===== config.mk =====
export PLATFORM = sky130hd
export DESIGN_NAME = voq_command_reader
export DESIGN_NICKNAME = d
export VERILOG_FILES = /design/src/rtl/voq_command_reader_pkg.sv /design/src/rtl/voq_command_reader_rr_arbiter.sv /design/src/rtl/voq_command_reader.sv
export SDC_FILE = /design/constraint.sdc
export NUM_CORES = 1
export LEC_CHECK = 0
export BUFFER_PORTS_ARGS = -buffer_cell sky130_fd_sc_hd__buf_2
export CORE_AREA = 4 4 135 137
export DETAILED_ROUTE_END_ITERATION = 6
export DIE_AREA = 0 0 139 141
export GPL_TIMING_DRIVEN = 0
export PLACE_DENSITY = 0.62
export SKIP_CTS_REPAIR_TIMING = 1
export SLEW_MARGIN = 20
export SYNTH_ARGS = -nofsm -noshare
export SYNTH_HDL_FRONTEND = slang
export SYNTH_SLANG_ARGS = --single-unit

===== constraint.sdc =====
create_clock -name clk -period 5.9 [get_ports clk]
set_clock_uncertainty 0.1 [all_clocks]
set_input_delay 0.295 -clock clk [delete_from_list [all_inputs] [get_ports clk]]
set_output_delay 0.295 -clock clk [all_outputs]
set_load 0.05 [all_outputs]

===== src/rtl/voq_command_reader_pkg.sv =====
// voq_command_reader_pkg
//   Types shared by the VOQ read-side blocks: the 64-bit command word layout
//   and the output register state encoding.
package voq_command_reader_pkg;

  localparam int VOQ_CMD_W = 64;

  typedef struct packed {
    logic [3:0]  op;
    logic [11:0] len;
    logic [47:0] addr;
  } voq_cmd_t;

  typedef enum logic {
    ST_IDLE = 1'b0,
    ST_HOLD = 1'b1
  } rd_state_t;

endpackage


===== src/rtl/voq_command_reader_rr_arbiter.sv =====
// rr_arbiter
//   Combinational round-robin arbiter. Searches upward from ptr+1 (wrapping
//   modulo N) for the first requesting index.
// Ports:
//   req        in  N   request vector
//   ptr        in  IW  index of the last granted requester
//   advance    in  1   allow the grant to be issued this cycle
//   grant      out N   one-hot grant, zero unless advance & any
//   grant_idx  out IW  index of the winning requester (valid when any)
//   any        out 1   at least one request is present
module rr_arbiter #(
  parameter  int N  = 4,
  localparam int IW = (N > 1) ? $clog2(N) : 1
) (
  input  logic [N-1:0]  req,
  input  logic [IW-1:0] ptr,
  input  logic          advance,
  output logic [N-1:0]  grant,
  output logic [IW-1:0] grant_idx,
  output logic          any
);

  always_comb begin : search
    int          idx;
    logic [IW-1:0] ii;
    grant_idx = '0;
    any       = 1'b0;
    idx       = 0;
    ii        = '0;
    // Offsets 1..N visit every requester once, ending on ptr itself.
    for (int k = 1; k <= N; k++) begin
      idx = (int'(ptr) + k) % N;
      ii  = IW'(idx);
      if (!any && req[ii]) begin
        any       = 1'b1;
        grant_idx = ii;
      end
    end
    grant = (advance && any) ? (N'(1) << grant_idx) : '0;
  end

endmodule


===== src/rtl/voq_command_reader.sv =====
// voq_command_reader
//   Read side of the VOQ command FIFOs (rclk domain). Round-robin pops one
//   command per cycle from non-empty, enabled FWFT FIFOs into a registered
//   valid/ready output. Words flagged uncorrectable are dropped; ECC events
//   are reported as registered one-cycle pulses.
//   Optional feature macro: VOQ_RD_ERRCNT_EN adds saturating sberr/dberr
//   event counters (sberr_cnt, dberr_cnt).
// Ports:
//   clk, rst                 clock, async active-high reset
//   q_empty/q_dout           per-queue FWFT empty flag and head word
//   q_sberr/q_dberr          per-queue ECC flags for the head word
//   q_re                     per-queue pop, one-hot or zero
//   q_mask                   per-queue arbitration enable
//   cmd_valid/cmd_ready      output handshake
//   cmd/cmd_qid              output command and its source queue
//   sberr_evt/dberr_evt      ECC event pulses, err_qid = source queue
//   sberr_cnt/dberr_cnt      saturating event counters (VOQ_RD_ERRCNT_EN)
module voq_command_reader
  import voq_command_reader_pkg::*;
#(
  parameter  int NQ    = 4,
  parameter  int WIDTH = 64,
  parameter  int CNT_W = 16,
  localparam int QW    = $clog2(NQ)
) (
  input  logic                 clk,
  input  logic                 rst,
  input  logic [NQ-1:0]        q_empty,
  input  logic [NQ*WIDTH-1:0]  q_dout,
  input  logic [NQ-1:0]        q_sberr,
  input  logic [NQ-1:0]        q_dberr,
  output logic [NQ-1:0]        q_re,
  input  logic [NQ-1:0]        q_mask,
  output logic                 cmd_valid,
  input  logic                 cmd_ready,
  output logic [VOQ_CMD_W-1:0] cmd,
  output logic [QW-1:0]        cmd_qid,
  output logic                 sberr_evt,
  output logic                 dberr_evt,
`ifdef VOQ_RD_ERRCNT_EN
  output logic [CNT_W-1:0]     sberr_cnt,
  output logic [CNT_W-1:0]     dberr_cnt,
`endif
  output logic [QW-1:0]        err_qid
);

  rd_state_t        state_p1, state_nx;
  voq_cmd_t         cmd_p1;
  logic [QW-1:0]    qid_p1;
  logic [QW-1:0]    rr_ptr;
  logic [QW-1:0]    err_qid_p1;
  logic             sberr_evt_p1, dberr_evt_p1;

  logic [NQ-1:0]    eligible;
  logic [NQ-1:0]    grant_oh;
  logic [QW-1:0]    grant_idx;
  logic             any;
  logic             can_load;
  logic             advance;
  logic             pop;
  logic             head_sb, head_db;
  logic [WIDTH-1:0] head_word;

  assign eligible  = ~q_empty & q_mask;
  assign can_load  = (state_p1 == ST_IDLE) | cmd_ready;
  // Hold pops off while reset is asserted so q_re reads zero in reset.
  assign advance   = can_load & ~rst;
  assign pop       = |grant_oh;
  assign head_sb   = q_sberr[grant_idx];
  assign head_db   = q_dberr[grant_idx];
  assign head_word = q_dout[int'(grant_idx)*WIDTH +: WIDTH];

  rr_arbiter #(.N(NQ)) u_arb (
    .req       (eligible),
    .ptr       (rr_ptr),
    .advance   (advance),
    .grant     (grant_oh),
    .grant_idx (grant_idx),
    .any       (any)
  );

  // ---- stage p0 -> p1: output register FSM
  always_ff @(posedge clk or posedge rst) begin
    if (rst) state_p1 <= ST_IDLE;
    else     state_p1 <= state_nx;
  end

  always_comb begin
    state_nx = state_p1;
    if (pop && !head_db)                           state_nx = ST_HOLD;
    else if ((state_p1 == ST_HOLD) && cmd_ready)   state_nx = ST_IDLE;
  end

  always_comb begin
    cmd_valid = (state_p1 == ST_HOLD);
    q_re      = grant_oh;
  end

  // ---- stage p0 -> p1: command, pointer and event registers
  always_ff @(posedge clk or posedge rst) begin
    if (rst) begin
      cmd_p1       <= '0;
      qid_p1       <= '0;
      rr_ptr       <= QW'(NQ - 1);
      err_qid_p1   <= '0;
      sberr_evt_p1 <= 1'b0;
      dberr_evt_p1 <= 1'b0;
    end else begin
      sberr_evt_p1 <= pop & head_sb & ~head_db;
      dberr_evt_p1 <= pop & head_db;
      if (pop) begin
        rr_ptr <= grant_idx;
        if (!head_db) begin
          cmd_p1 <= head_word;
          qid_p1 <= grant_idx;
        end
        if (head_sb || head_db) err_qid_p1 <= grant_idx;
      end
    end
  end

  assign cmd       = cmd_p1;
  assign cmd_qid   = qid_p1;
  assign err_qid   = err_qid_p1;
  assign sberr_evt = sberr_evt_p1;
  assign dberr_evt = dberr_evt_p1;

`ifdef VOQ_RD_ERRCNT_EN
  logic [CNT_W-1:0] sberr_cnt_p1, dberr_cnt_p1;

  function automatic logic [CNT_W-1:0] sat_inc(input logic [CNT_W-1:0] v);
    return (&v) ? v : v + CNT_W'(1);
  endfunction

  // ---- stage p0 -> p1: event counters, updated with the pulses
  always_ff @(posedge clk or posedge rst) begin
    if (rst) begin
      sberr_cnt_p1 <= '0;
      dberr_cnt_p1 <= '0;
    end else begin
      if (pop && head_sb && !head_db) sberr_cnt_p1 <= sat_inc(sberr_cnt_p1);
      if (pop && head_db)             dberr_cnt_p1 <= sat_inc(dberr_cnt_p1);
    end
  end

  assign sberr_cnt = sberr_cnt_p1;
  assign dberr_cnt = dberr_cnt_p1;
`endif

endmodule

* After elaboration in Yosys (flattened, before gate mapping)
Index checks and enable logic that the tools add are counted.
Storage, ports and cells: flip-flop bits (word level) 73, latch bits 0, memory bits (writable) 0, ROM bits 0, input port bits 275, logic and storage cells 68, memories kept 0
Operators by class: add/subtract/negate cells 4, multipliers 0, divide/modulo/power cells 0, $lt $le $gt $ge 5, equal/unequal tests 0, shift-type cells 2, mux-type cells 23, bitwise operators 10, reductions and logical operators 15
Operator list (count):
- $shiftx 256x9->64 | 1
- $lt 2x3->1 const B | 5
- $bmux 1 s2 | 6
- $mux 1 | 12
- $mux 2 | 4
- $logic_and 1x1->1 | 6
- $add 2x1->2 const B | 2
- $add 2x2->2 const B | 2
- $and 1x1->1 | 4
- $and 4x4->4 | 1
- $logic_not 1->1 | 4
- $mux 4 | 1
- $not 4->4 | 1
- $reduce_and 2->1 | 2
- $reduce_or 4->1 | 1
- $shl 1x2->4 const A | 1
- $not 1->1 | 3
- $reduce_bool 2->1 | 1
- $logic_or 1x1->1 | 1
- $or 1x1->1 | 1

* Depth between registers and ports, before layout
Gate-level depths: netlist of run 1.
word-level depth 19, gate-level depth with buffers 9

* Hierarchy
Synthesis of run 1 repeated with hierarchy kept, for this count alone.
Second synthesis, totals: cell total of the unflattened synthesis 264, area, all modules 4476.8 µm²
By module, submodules not included:
- voq_command_reader | instances 1, cells each 245, area each 4332.9 µm²
- rr_arbiter | instances 1, cells each 19, area each 143.9 µm²

* Worst setup path after synthesis of run 1
OpenSTA, ideal clock, no wires.
path type input-to-output, start point in rst, end point out q_re[2], arrival 3105 ps, required time 5505 ps, slack 2400 ps, cell stages on the path 5, buffers on the path 0, path through inv_1 o21a_1 and2_1 nand3_1 nor2_1
On the way: cells in the longest elaborated chain, start to end 4
RTL lines:
- from (decl) | line voq_command_reader.sv:27 | input logic rst,
- $not 1->1 | line voq_command_reader.sv:67 | assign advance = can_load & ~rst;
- $and 1x1->1 | line voq_command_reader.sv:67
- $logic_and 1x1->1 | line voq_command_reader_rr_arbiter.sv:39 | grant = (advance && any) ? (N'(1) << grant_idx) : '0;
- $mux 4 | line voq_command_reader_rr_arbiter.sv:39
- to (decl) | line voq_command_reader.sv:32 | output logic [NQ-1:0] q_re,
No other way between the ends.

* Worst setup path in the final report of run 1
start point in rst, end point reg cmd_p1 (netlist bit cmd[4])
On the way: cells in the longest elaborated chain, start to end 6
RTL lines:
- $not 1->1 | line voq_command_reader.sv:67
- $and 1x1->1 | line voq_command_reader.sv:67
- $logic_and 1x1->1 | line voq_command_reader_rr_arbiter.sv:39
- $mux 4 | line voq_command_reader_rr_arbiter.sv:39
- $reduce_or 4->1 | line voq_command_reader.sv:68 | assign pop = |grant_oh;
- $reduce_and 2->1 (no source line)
- to (signal assigned) | line voq_command_reader.sv:114 | cmd_p1 <= head_word;
- to (decl) | line voq_command_reader.sv:48 | voq_cmd_t cmd_p1;
No other way between the ends. A chain may end at the register's enable or synchronous reset.

==> results_dict.tcl, run 1 <==
set metrics [dict create \
    r2r_slack_ns 2.93 \
    synth.avg_cell_area_um2 8.13 \
    finalMaxSlewViolations 0 \
    ys.flop_type "dfrtp_1" \
    power_density_nw_per_um2 474 \
    timing.fmax_ghz 0.318 \
    synth_area_leaders "dfrtp_1 35%, nand2_1 19%, mux2_4 11%" \
    antenna_found_initial 0 \
    async_flop_share_pct 100 \
    die_height_um 141 \
    period_share_pct 53.3 \
    synthSimpleGateAreaFrac_pct 29.8 \
    muxShareOfSynthArea_pct 18.7 \
    cp_max_fo 39 \
    yosysSeqAreaShare_pct 35.8 \
    hold_path_end "cmd_valid" \
    rows 48 \
    synth-seq-cells 73 \
    status "completed" \
    clock-sinks 73 \
    synth_top_family_by_area "simple AND/OR/NAND/NOR gates" \
    fin_area_um2 7510 \
    ctsHtreeMaxLevel 3 \
    critical_path_arrival_ns 3.27 \
    clockBufferDepth 2 \
    gr-total-overflow 0 \
    yosysTopAreaCell "dfrtp_1" \
    core_area_um2 17100 \
    finish.utilization_pct 44.0 \
    fp.dieW_um 139 \
    drt-initial-drc-count 263 \
    io_buffer_count 349 \
    viasPerCell 4.83 \
    worstPathRequired_ns 6.02 \
    cts_buffers 9 \
    critPathLaunchType "input pin" \
    dpl_cell_area_um2 7160 \
    area_growth_pct 47.1 \
    worstRegToRegCells 8 \
    max-cap-violations 0 \
    dr_total_vias 5893 \
    p_leak_nw 4.15 \
    synth_area_um2 5100 \
    worstHoldStart "cmd_ready" \
    hold_viol_final 0 \
    endpoint_kind "register" \
    first_pass_iters 4 \
    netlist.area_leader.share_pct 34.8 \
    die_area_um2 19600 \
    worstReg2RegStart "rr_ptr[1]" \
    worstSetupPathType "in2reg" \
    wl_mm 21.5 \
    hp-class "in2reg" \
    ioPinCount 350 \
    synthAdderAreaFrac_pct 0.221 \
    insertion_delay_ns 0.34 \
    grt_setup_unrepaired "no" \
    ir_drop_mv 0.219 \
    dpl.hpwl_mm 17.0 \
    syn_nets 903 \
    gp_congestion 0.897 \
    drc 0 \
    fin_nets 1265 \
    tightest_slew_ns 0.857 \
    wl_per_cell_um 17.6 \
    grt_pass1_vias 6004 \
    start_util_pct 29.9 \
    relSlewSlack_pct 42.9 \
    yosys.area_share.xor_xnor_pct 0 \
    reg2reg_to "cmd[36]" \
    cts_root_buf "clkbuf_16" \
    synth_compound_area_share_pct 10.5 \
    yosys_warnings 0 \
    min_period_ns 3.15 \
    drtAntennaViolNets 0 \
    grt_pass1_wl_mm 32.3 \
    cts_tree "done" \
    syn_inst 628 \
    grt_max_degree 40 \
    synth_edf_count 0 \
    hold_depth 2 \
    clkTransAtPathRegs_ns 0.06 \
    grt_usage_pct 20.9 \
    tns_ns 0 \
    setup-violations-final 0 \
    drive_gt1_share_pct 45.9 \
    ys_types 39 \
    diodes 0 \
]
## metal layers
metal	wire length (um)	track usage [%]	part of all wire, %
met5	0	0	0
met4	496	7.62	2.3
met3	1530	4.55	7.1
met2	10700	37.4	50
met1	8780	24.6	41
## synthesized netlist by cell type, drive strengths merged, types with 3 or more instances
| library cell | count |
|---|---|
| mux2i | 4 |
| clkbuf | 30 |
| nand2b | 4 |
| buf | 20 |
| and3 | 65 |
| nand2 | 263 |
| nand3 | 4 |
| mux2 | 67 |
| dfrtp | 71 |
| a21oi | 3 |
| nor2b | 3 |
| nor2 | 5 |
| a31oi | 64 |
| inv | 3 |
## cell families (layout without fill, tap and decap cells)
logic type,after synthesis,count (layout)
AOI/OAI and AO/OA,81,81
DFF,73,73
adders and majority gates,1,1
buffers and inverters,53,420
and+or+nand+nor,349,349
muxes,71,71
## worst max path at each step
stage | slack [ns] | start | to | cells after the start
final | 2.75 | rst | cmd[4] | 12
after global routing | 2.46 | rst | cmd[61] | 12
after CTS | 2.79 | rr_ptr[0] | q_re[0] | 8
after detailed placement | 2.87 | q_empty[1] | cmd[25] | 8
after global placement | 1.27 | rst | cmd[4] | 10
after floorplan | 2.40 | rst | q_re[2] | 5
## area by class of cell
class                      instances  area [um^2]
buffer                            50          245
clock buffer                      11          243
clock inverter                     5          103
fill                            1801         9550
inverter                           3         13.8
multi-input combinational        502         3020
sequential                        73         1830
tap                              225          282
timing repair buffer             351         1780
## state kept, by name, summed over array words and instances, names as in the netlist
register and cells:
cmd_valid 1, cmd_qid 2, dberr_evt 1, sberr_evt 1, err_qid 2, rr_ptr 2, cmd 64
## power by group
| group | internal (W) | total (W) | switching (W) |
|---|---|---|---|
| Sequential | 0.000747 | 0.000878 | 0.000131 |
| Clock | 0.000424 | 0.000641 | 0.000217 |
| Combinational | 0.000643 | 0.00204 | 0.00140 |
## critical path, stage by stage
cell,delay [ns]
dlygate4sd3_1,0.53
buf_2,0.14
inv_4,0.35
buf_12,0.29
o21a_1,0.20
and2_1,0.18
nand3_1,0.22
nor2b_1,0.22
a21oi_1,0.12
buf_6,0.20
buf_6,0.17
mux2_4,0.30
## stage by stage
step	hold WS (ns)	std cells	power [W]	setup WS (ns)
after floorplan	0.291	628	0.00236	2.40
after global placement	0.363	1202	0.00292	1.27
after detailed placement	0.271	1203	0.00294	2.87
after CTS	-0.100	1219	0.00360	2.79
after global routing	0.0778	1220	0.00374	2.46
final	0.0674	1220	0.00356	2.75
## layout by cell type (no fill, tap or decap), types with 2 or more instances in the layout
master / netlist / final
a21o_1: 2 / 2
a21oi_1: 3 / 3
a31oi_1: 64 / 64
and3_1: 65 / 65
buf_1: 4 / 4
buf_2: 10 / 359
buf_6: 6 / 6
bufinv_16: 0 / 3
clkbuf_1: 30 / 31
clkbuf_16: 0 / 9
dfrtp_1: 71 / 71
dfstp_2: 2 / 2
mux2_2: 28 / 28
mux2_4: 39 / 39
mux2i_1: 3 / 3
nand2_1: 263 / 263
nand2b_1: 4 / 4
nand3_1: 4 / 4
nor2_1: 5 / 5
nor2b_1: 2 / 2
o21ai_0: 2 / 2
No activity file was read; power rests on OpenSTA's default activity.
==> inputs of run 2 (changes only) <==
--- a/config.mk
+++ b/config.mk
@@ -6,11 +6,11 @@
 export NUM_CORES = 1
 export LEC_CHECK = 0
 export BUFFER_PORTS_ARGS = -buffer_cell sky130_fd_sc_hd__buf_2
-export CORE_AREA = 4 4 135 137
+export CORE_AREA = 4 4 136 138
 export DETAILED_ROUTE_END_ITERATION = 6
-export DIE_AREA = 0 0 139 141
+export DIE_AREA = 0 0 140 142
 export GPL_TIMING_DRIVEN = 0
-export PLACE_DENSITY = 0.62
+export PLACE_DENSITY = 0.61
 export SKIP_CTS_REPAIR_TIMING = 1
 export SLEW_MARGIN = 20
 export SYNTH_ARGS = -nofsm -noshare
==> constraint.sdc (replaced) <==
create_clock -name clk -period 2.9 [get_ports clk]
set_clock_uncertainty 0.1 [all_clocks]
set_input_delay 0.145 -clock clk [delete_from_list [all_inputs] [get_ports clk]]
set_output_delay 0.145 -clock clk [all_outputs]
set_load 0.05 [all_outputs]
==> results_dict.tcl, run 2 (same netlist as run 1, synthesis figures left out) <==
set metrics [dict create \
    timing.fmax_ghz 0.358 \
    period_share_pct 96.3 \
    critPathLaunchType "register" \
    die_area_um2 19900 \
    clock-sinks 73 \
    start_util_pct 29.7 \
    layout_commonest_cell "buf_2" \
    r2r_slack_ns 0.14 \
    ir_drop_mv 0.611 \
    p_leak_nw 4.17 \
    drive_gt1_share_pct 46.6 \
    finalMaxSlewViolations 0 \
    ioPinCount 350 \
    path_cells "inv_2, maj3_2, o221a_2, buf_6, clkbuf_4, clkbuf_4, nor2_1, clkbuf_4" \
    io_buffer_count 349 \
    slowest_delay_ns 0.56 \
    drt-initial-drc-count 273 \
    area_growth_pct 47.8 \
    finish.utilization_pct 43.9 \
    endpoint_kind "output pin" \
    critical_path_arrival_ns 2.55 \
    first_pass_iters 5 \
    gp_congestion 0.927 \
    tightest_slew_ns 0.854 \
    post-place-ws_ns -0.0518 \
    gr-total-overflow 0 \
    grt_pass1_wl_mm 33.0 \
    ctsHtreeMaxLevel 3 \
    clkTransAtPathRegs_ns 0.06 \
    setup-violations-final 0 \
    grt_pass1_vias 5942 \
    dpl_cell_area_um2 7180 \
    viasPerCell 4.88 \
    wl_mm 22.2 \
    max-cap-violations 0 \
    cts_tree "done" \
    fin_nets 1268 \
    drtAntennaViolNets 0 \
    worstSetupPathType "reg2out" \
    clockBufferDepth 2 \
    drc 0 \
    relSlewSlack_pct 43.1 \
    grt_usage_pct 21.1 \
    antenna_found_initial 1 \
    grt_max_degree 32 \
    hold_viol_final 0 \
    die_height_um 142 \
    min_period_ns 2.79 \
    hp-class "in2reg" \
    fp.dieW_um 140 \
    largest_register_ffs 64 \
    cp_max_fo 10 \
    wl_per_cell_um 18.1 \
    dr_total_vias 5967 \
    worstHoldStart "q_dberr[0]" \
    status "completed" \
    hold_depth 3 \
    cts_root_buf "clkbuf_16" \
    worstRegToRegCells 9 \
    cts_buffers 9 \
    core_area_um2 17200 \
    rows 48 \
    worstReg2RegStart "rr_ptr[0]" \
    hold_path_end "dberr_evt" \
    path_common_cell "clkbuf_4" \
    insertion_delay_ns 0.33 \
    worstPathRequired_ns 2.65 \
    fin_area_um2 7550 \
    power_density_nw_per_um2 941 \
    reg2reg_to "cmd[2]" \
    setup_slack_ns 0.107 \
    worst_path_max_delay_cell "dfstp_2" \
    dpl.hpwl_mm 17.6 \
    final_cell_mix "356 x buf_2, 263 x nand2_1, 71 x dfrtp_1, 65 x and3_1, 64 x a31oi_1" \
]
[run 2: where the power goes]
part	leakage [nW]	internal (W)	switching, W
clock network	0.148	0.000706	0.000416
registers	0.860	0.00152	0.000276
logic	3.16	0.00132	0.00286
[run 2: per-layer routing]
| layer | track usage [%] | vias to the layer above | wire [um] |
|---|---|---|---|
| li1 | - | 2886 | - |
| met1 | 25.0 | 2775 | 8680 |
| met2 | 37.4 | 274 | 11100 |
| met3 | 5.14 | 32 | 1840 |
| met4 | 7.70 | 0 | 588 |
| met5 | 0 | - | 0 |
[run 2: worst max-delay path by stage]
stage                    to  cells after the start      start  slack [ns]
floorplan            cmd[0]                      9        rst        0.02
global placement     cmd[3]                     10        rst       -1.06
detailed placement  cmd[36]                      8  rr_ptr[1]       -0.05
CTS                 q_re[1]                      7  rr_ptr[0]       -0.09
global route        q_re[0]                      8  rr_ptr[0]       -0.01
finish              q_re[0]                      8  rr_ptr[0]        0.11
[run 2: per-stage QoR]
step           setup TNS (ns)  hold WS, ns  power, W  cells
3_5_place_dp           -0.644       0.0531   0.00600   1204
6_report                    0      0.00977   0.00710   1223
2_1_floorplan               0        0.141   0.00481    628
3_3_place_gp           -68.33        0.266   0.00596   1202
5_1_grt               -0.0217      0.00689   0.00747   1223
4_1_cts                 -1.67       -0.304   0.00716   1219
[run 2: critical path: cells and delay by family, from the launching register on]
family | cells | cell delay, ns
compound gates | 1 | 0.30
fa+ha+maj | 1 | 0.33
buf+inv | 5 | 0.90
flops | 1 | 0.56
simple gates | 1 | 0.11
[run 2: final cells by class]
class | count | area [um^2]
Timing Repair Buffer | 354 | 1820
Clock inverter | 3 | 40.0
Clock buffer | 12 | 256
Fill cell | 1807 | 9630
Sequential cell | 73 | 1830
Inverter | 3 | 15.0
Buffer | 50 | 259
Multi-Input combinational cell | 502 | 3040
Tap cell | 225 | 282
Antenna cell | 1 | 2.50
